File: src/rtl/conv_patch_collector.sv
// ---------------------------------------------------------------------------
// conv_patch_collector
//
// Column-stream patch assembler. Accepts one image column per beat into a
// MAX_P-deep sliding window and, when the convolution enable strobe lands on
// an accepted beat, captures the newest patch_size columns as a patch. Each
// patch is presented downstream on a valid/ready interface with its x
// position inside the row. Backpressure from the patch output stalls the
// column input, so an accepted strobe is never lost.
//
// Optional feature macro: CONV_PATCH_CHECK_EN
//   defined   : a strobe that arrives before patch_size columns of the row
//               have been seen sets err_underfill (sticky) and emits no patch.
//   undefined : err_underfill reads 0 and every accepted strobe captures;
//               columns not yet received read as 0.
//
// Ports
//   clk, rst       clock; asynchronous active-high reset
//   patch_size     active patch width 1..MAX_P (0 behaves as 1)
//   col_valid/col_ready/col_data/col_last   column input stream
//   conv_enable    capture strobe, qualified by an accepted beat
//   patch_valid/patch_ready                 patch output handshake
//   patch_data     slot k at [k*IMG_H +: IMG_H], slot 0 = newest column
//   patch_x        0-based patch index within the row (5 bits, wraps)
//   patch_last     patch was captured on the row's last column
//   err_underfill  sticky underfill flag
// ---------------------------------------------------------------------------
module conv_patch_collector #(
    parameter int IMG_H = 28,
    parameter int MAX_P = 7
) (
    input  logic                     clk,
    input  logic                     rst,
    input  logic [2:0]               patch_size,
    input  logic                     col_valid,
    output logic                     col_ready,
    input  logic [IMG_H-1:0]         col_data,
    input  logic                     col_last,
    input  logic                     conv_enable,
    output logic                     patch_valid,
    input  logic                     patch_ready,
    output logic [MAX_P*IMG_H-1:0]   patch_data,
    output logic [4:0]               patch_x,
    output logic                     patch_last,
    output logic                     err_underfill
);

    typedef enum logic {
        S_EMPTY = 1'b0,
        S_FULL  = 1'b1
    } state_t;

    state_t                   state_q, state_d;
    logic [IMG_H-1:0]         win_q [MAX_P];
    logic [IMG_H-1:0]         win_d [MAX_P];
    logic [IMG_H-1:0]         win_shift [MAX_P];
    logic [2:0]               fill_q, fill_d;
    logic [4:0]               x_q, x_d;
    logic [MAX_P*IMG_H-1:0]   pdata_q, pdata_d;
    logic [4:0]               px_q, px_d;
    logic                     plast_q, plast_d;
    logic                     err_q, err_d;

    logic                     accept;
    logic                     capture;
    logic                     underfill;
    logic [3:0]               ps_eff;
    logic [MAX_P*IMG_H-1:0]   cap_data;

    // Output side: EMPTY always accepts a column; FULL only when the held
    // patch leaves this cycle, which frees the register for a new capture.
    assign patch_valid   = (state_q == S_FULL);
    assign col_ready     = !patch_valid || patch_ready;
    assign accept        = col_valid && col_ready;

    assign patch_data    = pdata_q;
    assign patch_x       = px_q;
    assign patch_last    = plast_q;
    assign err_underfill = err_q;

    // Effective width: 0 behaves as 1, and never wider than the window.
    always_comb begin
        ps_eff = {1'b0, patch_size};
        if (patch_size == 3'd0) begin
            ps_eff = 4'd1;
        end else if ({1'b0, patch_size} > 4'(MAX_P)) begin
            ps_eff = 4'(MAX_P);
        end
    end

`ifdef CONV_PATCH_CHECK_EN
    logic [3:0] fill_inc;
    logic       enough;

    // fill_q counts columns before this beat; the beat itself adds one.
    assign fill_inc  = {1'b0, fill_q} + 4'd1;
    assign enough    = (fill_inc >= ps_eff);
    assign capture   = accept && conv_enable && enough;
    assign underfill = accept && conv_enable && !enough;
`else
    assign capture   = accept && conv_enable;
    assign underfill = 1'b0;
`endif

    // Post-shift window and the masked patch built from it. Slots at or
    // beyond the active width are forced to zero in the captured patch.
    generate
        for (genvar gi = 0; gi < MAX_P; gi++) begin : g_slot
            localparam logic [3:0] SLOT_IDX = 4'(gi);
            if (gi == 0) begin : g_head
                assign win_shift[gi] = col_data;
            end else begin : g_tail
                assign win_shift[gi] = win_q[gi-1];
            end
            assign cap_data[gi*IMG_H +: IMG_H] =
                (SLOT_IDX < ps_eff) ? win_shift[gi] : '0;
        end
    endgenerate

    // Row state: window, fill count, x counter, sticky error. A row-end
    // beat clears the row state after its own capture has used it.
    always_comb begin
        for (int k = 0; k < MAX_P; k++) begin
            win_d[k] = win_q[k];
        end
        fill_d = fill_q;
        x_d    = x_q;
        err_d  = err_q | underfill;

        if (accept) begin
            if (col_last) begin
                for (int k = 0; k < MAX_P; k++) begin
                    win_d[k] = '0;
                end
                fill_d = 3'd0;
                x_d    = 5'd0;
            end else begin
                for (int k = 0; k < MAX_P; k++) begin
                    win_d[k] = win_shift[k];
                end
                fill_d = (fill_q == 3'(MAX_P)) ? fill_q : fill_q + 3'd1;
                if (capture) begin
                    x_d = x_q + 5'd1;
                end
            end
        end
    end

    // Output register FSM. A capture while FULL can only happen when
    // patch_ready is high (col_ready gates it), so the old patch is consumed
    // and replaced in the same cycle with no bubble.
    always_comb begin
        state_d = state_q;
        pdata_d = pdata_q;
        px_d    = px_q;
        plast_d = plast_q;

        case (state_q)
            S_EMPTY: begin
                if (capture) begin
                    state_d = S_FULL;
                end
            end
            S_FULL: begin
                if (!capture && patch_ready) begin
                    state_d = S_EMPTY;
                end
            end
            default: begin
                state_d = S_EMPTY;
            end
        endcase

        if (capture) begin
            pdata_d = cap_data;
            px_d    = x_q;
            plast_d = col_last;
        end
    end

    always_ff @(posedge clk or posedge rst) begin
        if (rst) begin
            state_q <= S_EMPTY;
            for (int k = 0; k < MAX_P; k++) begin
                win_q[k] <= '0;
            end
            fill_q  <= 3'd0;
            x_q     <= 5'd0;
            pdata_q <= '0;
            px_q    <= 5'd0;
            plast_q <= 1'b0;
            err_q   <= 1'b0;
        end else begin
            state_q <= state_d;
            for (int k = 0; k < MAX_P; k++) begin
                win_q[k] <= win_d[k];
            end
            fill_q  <= fill_d;
            x_q     <= x_d;
            pdata_q <= pdata_d;
            px_q    <= px_d;
            plast_q <= plast_d;
            err_q   <= err_d;
        end
    end

endmodule

File: config.mk
export PLATFORM = sky130hd
export DESIGN_NAME = conv_patch_collector
export DESIGN_NICKNAME = d
export VERILOG_FILES = /design/src/rtl/conv_patch_collector.sv
export SDC_FILE = /design/constraint.sdc
export NUM_CORES = 1
export LEC_CHECK = 0
export BUFFER_PORTS_ARGS = -buffer_cell sky130_fd_sc_hd__buf_2
export CAP_MARGIN = 20
export CELL_PAD_IN_SITES_DETAIL_PLACEMENT = 0
export CELL_PAD_IN_SITES_GLOBAL_PLACEMENT = 1
export CORE_UTILIZATION = 40
export DETAILED_ROUTE_END_ITERATION = 8
export MAX_ROUTING_LAYER = met4
export PLACE_DENSITY_LB_ADDON = 0.1
export SKIP_LAST_GASP = 1
export SLEW_MARGIN = 20
export SYNTH_ARGS = -nofsm -noshare
export SYNTH_HDL_FRONTEND = slang
export SYNTH_SLANG_ARGS = --single-unit
File: constraint.sdc
create_clock -name clk -period 9.9 [get_ports clk]
set_input_delay 0.495 -clock clk [delete_from_list [all_inputs] [get_ports clk]]
set_output_delay 0.495 -clock clk [all_outputs]
set_load 0.03 [all_outputs]
**Word-level counts from Yosys, hierarchy flattened**

Cells that the tools add are included.

- Add/sub/neg operators: 1
- $lt $le $gt $ge: 7
- Muxes and demuxes: 14
- Bitwise gates (word level): 1
- Reduce and logical (&&, ||, !) cells: 9

Operators with widths:

| operator | number |
|---|---|
| $mux 196 | 1 |
| $mux 28 | 7 |
| $mux 5 | 2 |
| $lt 3x3->1 const A | 3 |
| $lt 1x3->1 const A | 2 |
| $lt 2x3->1 const A | 2 |
| $add 5x1->5 const B | 1 |
| $logic_and 1x1->1 | 3 |
| $logic_not 3->1 | 1 |
| $mux 3 | 1 |
| $logic_not 1->1 | 2 |
| $mux 1 | 2 |
| $pmux 1 s2 | 1 |
| $reduce_and 2->1 | 1 |
| $reduce_bool 2->1 | 1 |
| $logic_or 1x1->1 | 1 |
| $not 1->1 | 1 |

- Flip-flop bits (word level): 376
- Input bits: 37
- Output and inout bits: 205
- Word-level logic and storage cells: 43

**Longest topological paths before layout**

Gate-level depths: netlist of the first run.

- Depth after elaboration: 8
- Mapped depth: 8
- Gate-level depth less buffers: 4

**Worst setup path before layout of the first run**

No wires, ideal clock.

- Path type: register to register
- Start: reg state_q, in the netlist patch_valid
- End: reg plast_q, in the netlist patch_last
- Library setup time: 125 ps
- Data arrival time: 1,638 ps
- Required time: 9,775 ps
- Path slack: 8,137 ps
- Stages on the path, launching flop included: 8
- Buffers on the path: 3
- Period minus slack after synthesis: 1,763 ps
- Path through: dfrtp_1 > nor2b_1 > buf_6 > inv_6 > nand3_2 > buf_6 > buf_2 > mux2_2

- Longest elaborated chain between the ends: 4

Ends and longest elaborated chain:

| element | RTL line | source |
|---|---|---|
| start: declaration | 53 | `state_t state_q, state_d;` |
| start signal: assignment | 194 | `state_q <= state_d;` |
| $logic_not 1->1 | 73 | `assign col_ready = !patch_valid \|\| patch_ready;` |
| $logic_or 1x1->1 | 73 |  |
| named net col_ready | 36 | `output logic col_ready,` |
| $logic_and 1x1->1 | 74 | `assign accept = col_valid && col_ready;` |
| $logic_and 1x1->1 | 101 | `assign capture = accept && conv_enable;` |
| end signal: assignment | 202 | `plast_q <= plast_d;` |
| end: declaration | 61 | `logic plast_q, plast_d;` |

The timed path passes the listed nets, and every way through them passes these cells.
A chain may end at the register's enable or synchronous reset.

**Worst setup path after layout of the first run**

- Start: reg state_q, in the netlist patch_valid
- End: reg pdata_q[90], in the netlist patch_data[90]

- Longest elaborated chain between the ends: 4

Ends and longest elaborated chain:

| element | RTL line | source |
|---|---|---|
| $logic_not 1->1 | 73 |  |
| $logic_or 1x1->1 | 73 |  |
| $logic_and 1x1->1 | 74 |  |
| $logic_and 1x1->1 | 101 |  |
| end signal: assignment | 200 | `pdata_q <= pdata_d;` |
| end: declaration | 59 | `logic [MAX_P*IMG_H-1:0] pdata_q, pdata_d;` |

No other way between the ends.

==> results.md, run 1 <==
- Status: complete, no violations
- Fmax: 0.3109 GHz
- HPWL after DPL: 25,050 µm
- Clock share of power: 41.2%
- DR DRC count: 0
- Filler cells: 3,629
- Clk_skew: 0.01386 ns
- Total internal power: 2647 µW
- Peak supply drop: 0.1414 mV
- Critical Path End Type: register
- Combinational share of power: 12.0%
- Layout net count: 1,624
- Flop pwr share: 46.9%
- First-pass GRT wire length: ~67,000 µm
- Worst-case clock buffer depth: 3
- Leading area contributor after synthesis: dfrtp_1
- Distinct cells, synth: 36
- Total clock sinks: 376
- Via density: around 5.3
- Worst slew margin: 26.85%
- Initial antenna violation count: 0
- Yosys warns: 0
- Die ar.: slightly below 40,000 µm²
- Drt first-iter violations: 776
- Net Sw Frac: 27.33%
- Initial Util: 40.74%
- Clock root buffer: clkbuf_16
- Syn_area_per_cell: 10.84 µm²
- CP max FO: roughly 90
- Vias after detailed routing: 11,260
- P per Cell Area: roughly 200 nW/µm²
- Vias in the first global route: 11,020
- FF-to-FF setup slack: 6.68 ns
- Core area: around 38,000 µm²
- Top cell type's share of synthesized area: 61.17%
- Worst Tran Pin Value: roughly 1.1 ns
- All-layer global routing usage: between 20% and 30%
- RSZ-0062 raised after global routing: no
- Post-DR wirelength/cell: roughly 20 µm
- # IOs: 242
- Worst r2r src: patch_valid
- WP data arrival: 3.60 ns
- Synth async-reset ratio: 100.0%
- Area Overhead vs Synth: 17.12%
- DRT Pass-1 Iters: 4
- Startpoint Class: register
- Max Slew Vio Count: 0
- Setup crit start: patch_valid
- Pin count of the biggest net entering global routing: 261
- Seq/Total Area, Yosys: 61.17%
- Max Cap Violations: 0
- Reg2reg end: patch_data[90]
- Area of the multi-input gates: 5300 µm²
- Total gr overflow: 0
- Final Wtd Congestion: 0.7541
- Seq cells post-synth: approximately 380
- CTS Buf Count: 43
- Antenna-violating nets left: 0
- N_diodes: 0
- Synth Cell Area: 15,380 µm²
- Row count: approximately 70
- Hold slack: between 0.09 and 0.1 ns
- Clk pin slew, worst setup/hold paths: ~0.06 ns
- Setup bufs post-CTS: 0
- Post-CTS Hold Buffers: 0
- Tmin final: about 3.2 ns
- Final period util: 32.49%
- Port buffer count: 240
- Register area: 9409 µm²
- Total negative setup slack: 0 ns
- Clk_lat worst skew: 0.56 ns
- Worst EP required: 10.29 ns
- Switching pwr: 995.6 µW
- Final WL: 42,440 µm
- Layout cells sized above 1: 22.36%
- PostCTS Resize Cnt: 0
- Reg2reg path depth: 6
- Leak Pwr: 0.008366 µW
- H-tree levels: 2
- Cell with the most instances after synthesis: o21ai_0
- Die width: between 150 and 200 µm
- Final hold vios: 0
- Critical path type: reg2reg
- CTS tree: built
- Worst Hold Class: in2async
- Post-synth top flop: dfrtp_1
- Syn Nets: 1,457
- Commonest cells post-synth: 485 x o21ai_0, 376 x dfrtp_1, 168 x nand2b_1, 98 x clkbuf_1
- Die height: 198.1 µm
- EDFF count, synth: 0
- # setup viols final: 0
- Crit path to: patch_data[90]
- Ranking of synthesized cells by area: dfrtp_1 61%, o21ai_0 16%, nand2b_1 6.8%
- Post-Synthesis Cells: 1,419
flip-flops by register name (all words and copies together), names as in the netlist:
name,flops
patch_valid,1
patch_data,196
patch_last,1
patch_x,5
win_q,168
x_q,5
cells in the final DEF (no fill, tap or decap), types with 2 or more instances in the layout:
master     netlist  routed
a21oi_1          2       2
a22o_1          85      85
buf_2            6     239
buf_4            4      12
buf_6           22       2
clkbuf_1        98      10
clkbuf_16        0      45
clkbuf_8         0       9
clkinv_2         0       5
dfrtp_1        376     376
mux2_2          34      34
nand2_1         85      85
nand2b_1       168     168
nand4_1          2       2
nor3_4           3       3
o21ai_0        485     485
o21ai_1         23      23
o31ai_1          3       3
layer usage:
| metal | wire length, µm | up-vias | part of all wire [%] | GRT usage (%) |
|---|---|---|---|---|
| met5 | 0 | - | 0 | - |
| met4 | 840 | 0 | 2.0 | 6.403 |
| met3 | 2168 | 58 | 5.1 | 4.309 |
| met2 | 19470 | 249 | 46 | 33.18 |
| met1 | 19970 | 5641 | 47 | 31.99 |
| li1 | - | 5309 | - | - |
through the flow:
stage          utilization (%)  setup WS (ns)  cells  total power (µW)  area (µm²)
3_3_place_gp             44.20          6.485   2051              2173       16690
3_5_place_dp             44.20          6.430   2051              2177       16690
6_report                 47.72          6.684   2121              3643       18020
5_1_grt                  47.72          6.453   2121              3796       18020
4_1_cts                  47.68          6.660   2120              3693       18000
2_1_floorplan                -          4.355   1419              2027       15390
power groups by stage:
stage                     Sequential [µW]  Combinational, µW  Clock [µW]
after CTS                            1710                444        1540
after global placement               1730                441           0
final                                1710                435        1500
after global routing                 1720                480        1600
after detailed placement             1730                443           0
after floorplan                      1830                195           0
critical path, stage by stage, from the launching register on:
cell and delay, ns:
dfrtp_1 0.35, nor2b_4 0.22, inv_6 0.08, nand3_4 0.45
buf_4 0.69, buf_4 0.84, o21ai_0 0.24
area by class of cell:
cell class              count  share of cell area [%]
multi-input cells         907                   29.42
flip-flops and latches    376                   52.23
well taps                 511                   3.549
repair buffers            254                   7.375
clock buffers              64                   7.146
clock inverters             5                  0.1389
inverters                   4                  0.1458
worst min-delay path by stage:
stage               startpoint              end  cells past startpoint
finish                     rst       win_q[106]                      2
global route               rst       win_q[106]                      2
CTS                        rst       win_q[106]                      2
detailed placement   win_q[36]  patch_data[176]                      1
global placement     win_q[47]  patch_data[187]                      1
floorplan            win_q[28]  patch_data[168]                      1
logic make-up after synthesis:
group	share of synthesized area (%)
AOI/OAI and AO/OA	21.80
DFF	61.17
and+or+nand+nor	9.867
buffers and inverters	4.571
muxes	2.489
adders and majority gates	0.08133
other	0.02438
Note: power is estimated with default switching activity, not from simulation.
==> inputs of run 2 (changes only) <==
- CORE_UTILIZATION: 40 -> 44
- clock period: 9.9 -> 3.1 ns (I/O delays scaled with it)
==> run 2 against run 1 <==
Global-route usage rose by 1.0 points. Register-to-register slack worse by 5.7 ns. Critical path type unchanged. Clock power grew to 3.3 times the previous value. Non-clock buffer count is 43 higher. Routed wire length fell by 4.1%. Sequential share of layout area decreased by 1.5 points. Sequential power grew to 3.2 times the previous value. Die area decreased by 9.0%. Cell count decreased by 0.33%. Clock skew is 0.010 ns higher. Critical path depth decreased by 1. Design area rose by 3.0%.
==> results.md, run 2 (synthesis results as in run 1) <==
- Status: complete, no violations
- DR DRC count: 0
- P per Cell Area: ~640 nW/µm²
- Reg2reg end: patch_data[168]
- Worst r2r src: patch_valid
- Final WL: between 40,000 and 50,000 µm
- Fmax: ~0.47 GHz
- Worst Tran Pin Value: 1.085 ns
- Final core occ: 53.83%
- Setup crit start: patch_valid
- HPWL after DPL: 24,760 µm
- # IOs: roughly 240
- Initial antenna violation count: 1
- Tmin final: 2.110 ns
- CP Cell Sequence: nor2b_4, buf_12, nor3_4, buf_4, a22o_1
- Non-Filler Instances: 2,114
- Clk_lat worst skew: 0.54 ns
- Die ar.: 35,710 µm²
- Vias in the first global route: 11,410
- Clk pin slew, worst setup/hold paths: 0.06 ns
- Pin count of the biggest net entering global routing: 260
- Area of the multi-input gates: 5299 µm²
- WP data arrival: 2.52 ns
- Final period util: about two thirds
- Clock root buffer: clkbuf_16
- Layout net count: 1,665
- Worst Hold Class: in2reg
- Hold Path Cell Cnt: 3
- Number of cells after detailed placement: 2,008
- PostCTS Resize Cnt: 0
- Crit-path slowest cell: buf_12
- DRT Pass-1 Iters: 5
- Hold endpoint: x_q[2]
- H-tree levels: 2
- Post-DR wirelength/cell: 19.26 µm
- Core area: around 34,000 µm²
- CP max FO: between 200 and 300
- Max Slew Vio Count: 0
- Filler cells: 3,146
- Worst-case clock buffer depth: 3
- Vias after detailed routing: 11,370
- Register area: 9409 µm²
- Max reg flops: 196
- Initial Util: 44.64%
- Final Wtd Congestion: roughly 0.82
- Hold slack: 0.02848 ns
- RSZ-0062 raised after global routing: no
- Port buffer count: 240
- Total clock sinks: 376
- Drt first-iter violations: 801
- Worst slew margin: 27.64%
- Total negative setup slack: 0 ns
- Startpoint Class: register
- Die width: 189.0 µm
- Layout cells sized above 1: 22.86%
- Critical path type: reg2reg
- Via density: approximately 5.4
- Final hold vios: 0
- Area Overhead vs Synth: 20.60%
- All-layer global routing usage: 23.66%
- Antenna-violating nets left: 0
- Clk_skew: approximately 0.024 ns
- Die height: 189.0 µm
- Leak Pwr: 0.008643 µW
- CP peak stage delay: about 0.70 ns
- # setup viols final: 0
- Max Cap Violations: 0
- CTS tree: built
- Worst EP required: around 3.5 ns
- Peak supply drop: 0.4754 mV
- Reg2reg path depth: 5
- CTS Buf Count: 41
- Commonest non-fill, non-tap cell in the layout: o21ai_0
- Setup bufs post-CTS: 0
- Most frequent cells in the layout: 485 x o21ai_0, 376 x dfrtp_1, 239 x buf_2
- Row count: 68
- Beginning of the worst hold path: conv_enable
- CP top delay family: buffers and inverters
- Critical path buffers and inverters: 2
- Total gr overflow: 0
- Critical Path End Type: register
- Overall Power: 11,830 µW
- FF-to-FF setup slack: 0.99 ns
- First-pass GRT wire length: 65,450 µm
[run 2: cell types whose count changed in the layout (fill, tap and decap cells not counted), sizes merged]
| cell | change |
|---|---|
| dlygate4sd3 | +30 |
| bufinv | +2 |
| clkinv | +3 |
| inv | +1 |
| diode | +1 |
| clkbuf | -1 |
| buf | +13 |
[run 2: tightest hold or removal path, cell delays in order]
cell and delay, ns:
buf_2 0.18, nand3b_1 0.11, o31ai_1 0.06
[run 2: where the power goes]
group / total (µW) / switching [µW] / leakage, µW / internal (µW)
Sequential: 5450 / 221 / 0.00511 / 5230
Combinational: 1440 / 1000 / 0.00285 / 442
Clock: 4940 / 1950 / 0.000690 / 2990
Total: 11800 / 3180 / 0.00864 / 8650
[run 2: what timing repair did]
| action | CTS | global route |
|---|---|---|
| endpoints found under the setup margin | 0 | 0 |
| hold buffers | 30 | 0 |
| endpoints found under the hold margin | 80 | 0 |
[run 2: cell type report]
type / count / share of cell area, %
multi-input combinational: 907 / 28.56
clock buffer: 63 / 6.853
antenna: 1 / 0.01349
tap: 455 / 3.069
inverter: 4 / 0.1416
timing repair buffer: 297 / 10.05
sequential: 376 / 50.72
clock inverter: 11 / 0.5868
[run 2: how the worst max path moves through the flow]
stage | to | depth (start not counted) | slack (ns)
floorplan | patch_data[0] | 1 | -2.11
global placement | patch_data[128] | 5 | 1.01
detailed placement | patch_data[137] | 5 | 0.98
CTS | patch_data[168] | 5 | 0.97
global route | patch_data[137] | 5 | 0.89
finish | patch_data[168] | 5 | 0.99
[run 2: stage by stage]
stage | setup slack (ns) | area [µm²]
6_report | 0.9895 | 18550
5_1_grt | 0.8897 | 18550
4_1_cts | 0.9718 | 18530
3_5_place_dp | 0.9822 | 16850
3_3_place_gp | 1.014 | 16850
2_1_floorplan | -2.105 | 15390
[run 2: layer usage]
metal / vias up / wire length [µm] / share of wire [%] / global-route usage (%)
met2: 305 / 18340 / 45 / 34.97
met1: 5596 / 18720 / 46 / 32.46
met5: - / 0 / 0 / -
li1: 5405 / - / - / -
met4: 0 / 1238 / 3.0 / 7.692
met3: 60 / 2425 / 6.0 / 5.116
==> inputs of run 3 (changes only) <==
- ABC_AREA: unset -> 1
- CORE_UTILIZATION: 44 -> 39
- clock period: 3.1 -> 1.8 ns (I/O delays scaled with it)
==> run 3 against run 2 <==
First-iteration DRC count is 23% lower. Cell count rose by 10%. Maximum frequency is 32% higher. Clock power grew 79%. Power up 77%. Non-clock buffer count grew 11. Critical path type unchanged.
==> results.md, run 3 <==
- Status: complete, no violations
- Post-Synthesis Cells: about 1,600
- XOR/XNOR share of the synthesized area: 0%
- Worst Tran Pin Value: ~0.6 ns
- Compound-cell area share of the yosys netlist: 7.454%
- Post-synth top flop: dfrtp_1
- Reg2reg path depth: 7
- Area Overhead vs Synth: 24.35%
- All-layer global routing usage: 22.97%
- N_diodes: 0
- Post-DR wirelength/cell: 18.04 µm
- Post-synthesis mux area share: 0%
- Port buffer count: 240
- # IOs: 242
- Critical Path End Type: register
- Worst-case clock buffer depth: 3
- Row count: 70
- Commonest cells post-synth: 527 x nand2_1, 376 x dfrtp_1, 259 x nand3_1, 95 x inv_1, 91 x o21ai_0
- H-tree levels: 2
- Syn Nets: 1,598
- Top cell type's share of synthesized area: 63.70%
- Clock root buffer: clkbuf_16
- Hold Path Cell Cnt: 4
- Final hold vios: 0
- Largest family of logic cells by synthesized area: simple AND/OR/NAND/NOR gates
- # setup viols final: 0
- Initial Util: between 30% and 40%
- Post-Synth Adder-Cell Area: 0.08471%
- Fmax: 0.6268 GHz
- Synth Cell Area: 14,770 µm²
- Final Wtd Congestion: 0.7813
- Syn_area_per_cell: between 9 and 10 µm²
- Layout cells sized above 1: between 10% and 20%
- Max reg flops: about 200
- Max Slew Vio Count: 0
- HPWL after DPL: 27,230 µm
- DRT Pass-1 Iters: 5
- Setup bufs post-CTS: 0
- Clk_lat worst skew: 0.53 ns
- CTS tree: built
- Worst EP required: 2.26 ns
- Leak Pwr: 0.009749 µW
- Leading area contributor after synthesis: dfrtp_1
- CP max FO: 38
- Die ar.: between 30,000 and 40,000 µm²
- Die height: 196.6 µm
- Yosys warns: 0
- Layout net count: between 1,500 and 2,000
- Commonest non-fill, non-tap cell in the layout: nand2_1
- Max Cap Violations: 0
- Hold slack: approximately 0.085 ns
- Startpoint Class: register
- Cell with the most instances after synthesis: nand2_1
- Via density: 4.905
- Post-Synth Simple-Gate Area: 22.53%
- Drt first-iter violations: a little over 600
- Overall Power: 20,890 µW
- Final WL: between 40,000 and 50,000 µm
- Core area: roughly 37,000 µm²
- Antenna-violating nets left: 0
- CTS Buf Count: 42
- Pin count of the biggest net entering global routing: 115
- Total clock sinks: about 380
- Tmin final: 1.595 ns
- Initial antenna violation count: 0
- P per Cell Area: 1137 nW/µm²
- Seq cells post-synth: ~380
- Vias in the first global route: 11,510
- Synth async-reset ratio: between 90% and 100%
- Peak supply drop: 0.6358 mV
- Distinct cells, synth: 22
- Total gr overflow: 0
- Seq/Total Area, Yosys: a little under two thirds
- RSZ-0062 raised after global routing: no
- Worst Hold Class: in2reg
- DR DRC count: 0
- Vias after detailed routing: roughly 11,000
- EDFF count, synth: 0
- Most frequent cells in the layout: 527 x nand2_1, 376 x dfrtp_1, 259 x nand3_1
- Final period util: 88.63%
- Clk pin slew, worst setup/hold paths: 0.06 ns
- Die width: 196.6 µm
- WP data arrival: 2.06 ns
- First-pass GRT wire length: 67,480 µm
- Worst slew margin: 60.98%
- Critical path type: reg2reg
- Clk_skew: 0.01023 ns
- Ranking of synthesized cells by area: dfrtp_1 64%, nand2_1 13%, nand3_1 8.8%
run 3: changes by cell type after synthesis, sizes merged, moves of 62 or more:
cell	previous run	this run
nand2b	168	0
inv	4	98
o21ai	508	94
o31ai	3	84
nand2	87	529
nand3	2	259
clkbuf	98	36
a22o	85	0
run 3: through the flow:
step	area, µm²	cells	setup WS, ns	TNS [ns]	util, %
2_1_floorplan	14770	1560	-3.340	-1255.87	-
3_3_place_gp	16630	2229	0.2780	0	44.99
3_5_place_dp	16630	2229	0.2180	0	44.99
4_1_cts	18370	2334	0.1829	0	49.69
5_1_grt	18370	2334	0.08355	0	49.69
6_report	18370	2334	0.2047	0	49.69
run 3: critical path, stage by stage, from the launching register on:
cell and delay (ns):
dfrtp_1 0.38, nand2_2 0.14, nand2_8 0.09, nor2_4 0.21
buf_12 0.26, buf_12 0.24, nand3_1 0.11, nand2_1 0.09
run 3: where the power goes:
group,switching (µW),leakage (µW),internal (µW)
combinational,1900,0.00392,716
sequential,389,0.00512,9020
clock,3410,0.000708,5450
run 3: cells by family after synthesis:
kind of cell             after synthesis
adder cells (fa/ha/maj)                1
AND/OR/NAND/NOR                      793
buffers and inverters                211
flip-flops                           376
AO/OA/AOI/OAI                        178
other                                  1
run 3: cell type report:
type	count	area, µm²
flip-flops and latches	376	9409
clock buffers	63	1274
inverters	98	384.1
fillers	3574	18590
multi-input cells	973	4454
clock inverters	12	162.7
repair buffers	308	2052
well taps	504	630.6
run 3: per-layer routing:
layer	global-route usage [%]	vias to the layer above	share of wire [%]
met3	4.312	67	4.9
met4	5.685	0	2.2
li1	-	5594	-
met5	-	-	0
met1	32.11	5530	48
met2	34.61	258	45
run 3: repair_timing:
action / CTS / global route
resized for setup: 0 / 0
hold buffers: 30 / 0
hold endpoints to repair: 161 / 0
run 3: worst paths after layout:
kind                          startpoint               to  slack [ns]
setup / recovery             patch_valid   patch_data[42]        0.20
hold / removal                  col_last           x_q[1]        0.09
setup reg to reg             patch_valid   patch_data[42]        0.20
hold reg to reg            patch_data[4]    patch_data[4]        0.47
max in group asynchronous            rst  patch_data[175]        0.91
min in group asynchronous            rst    patch_data[8]        0.21
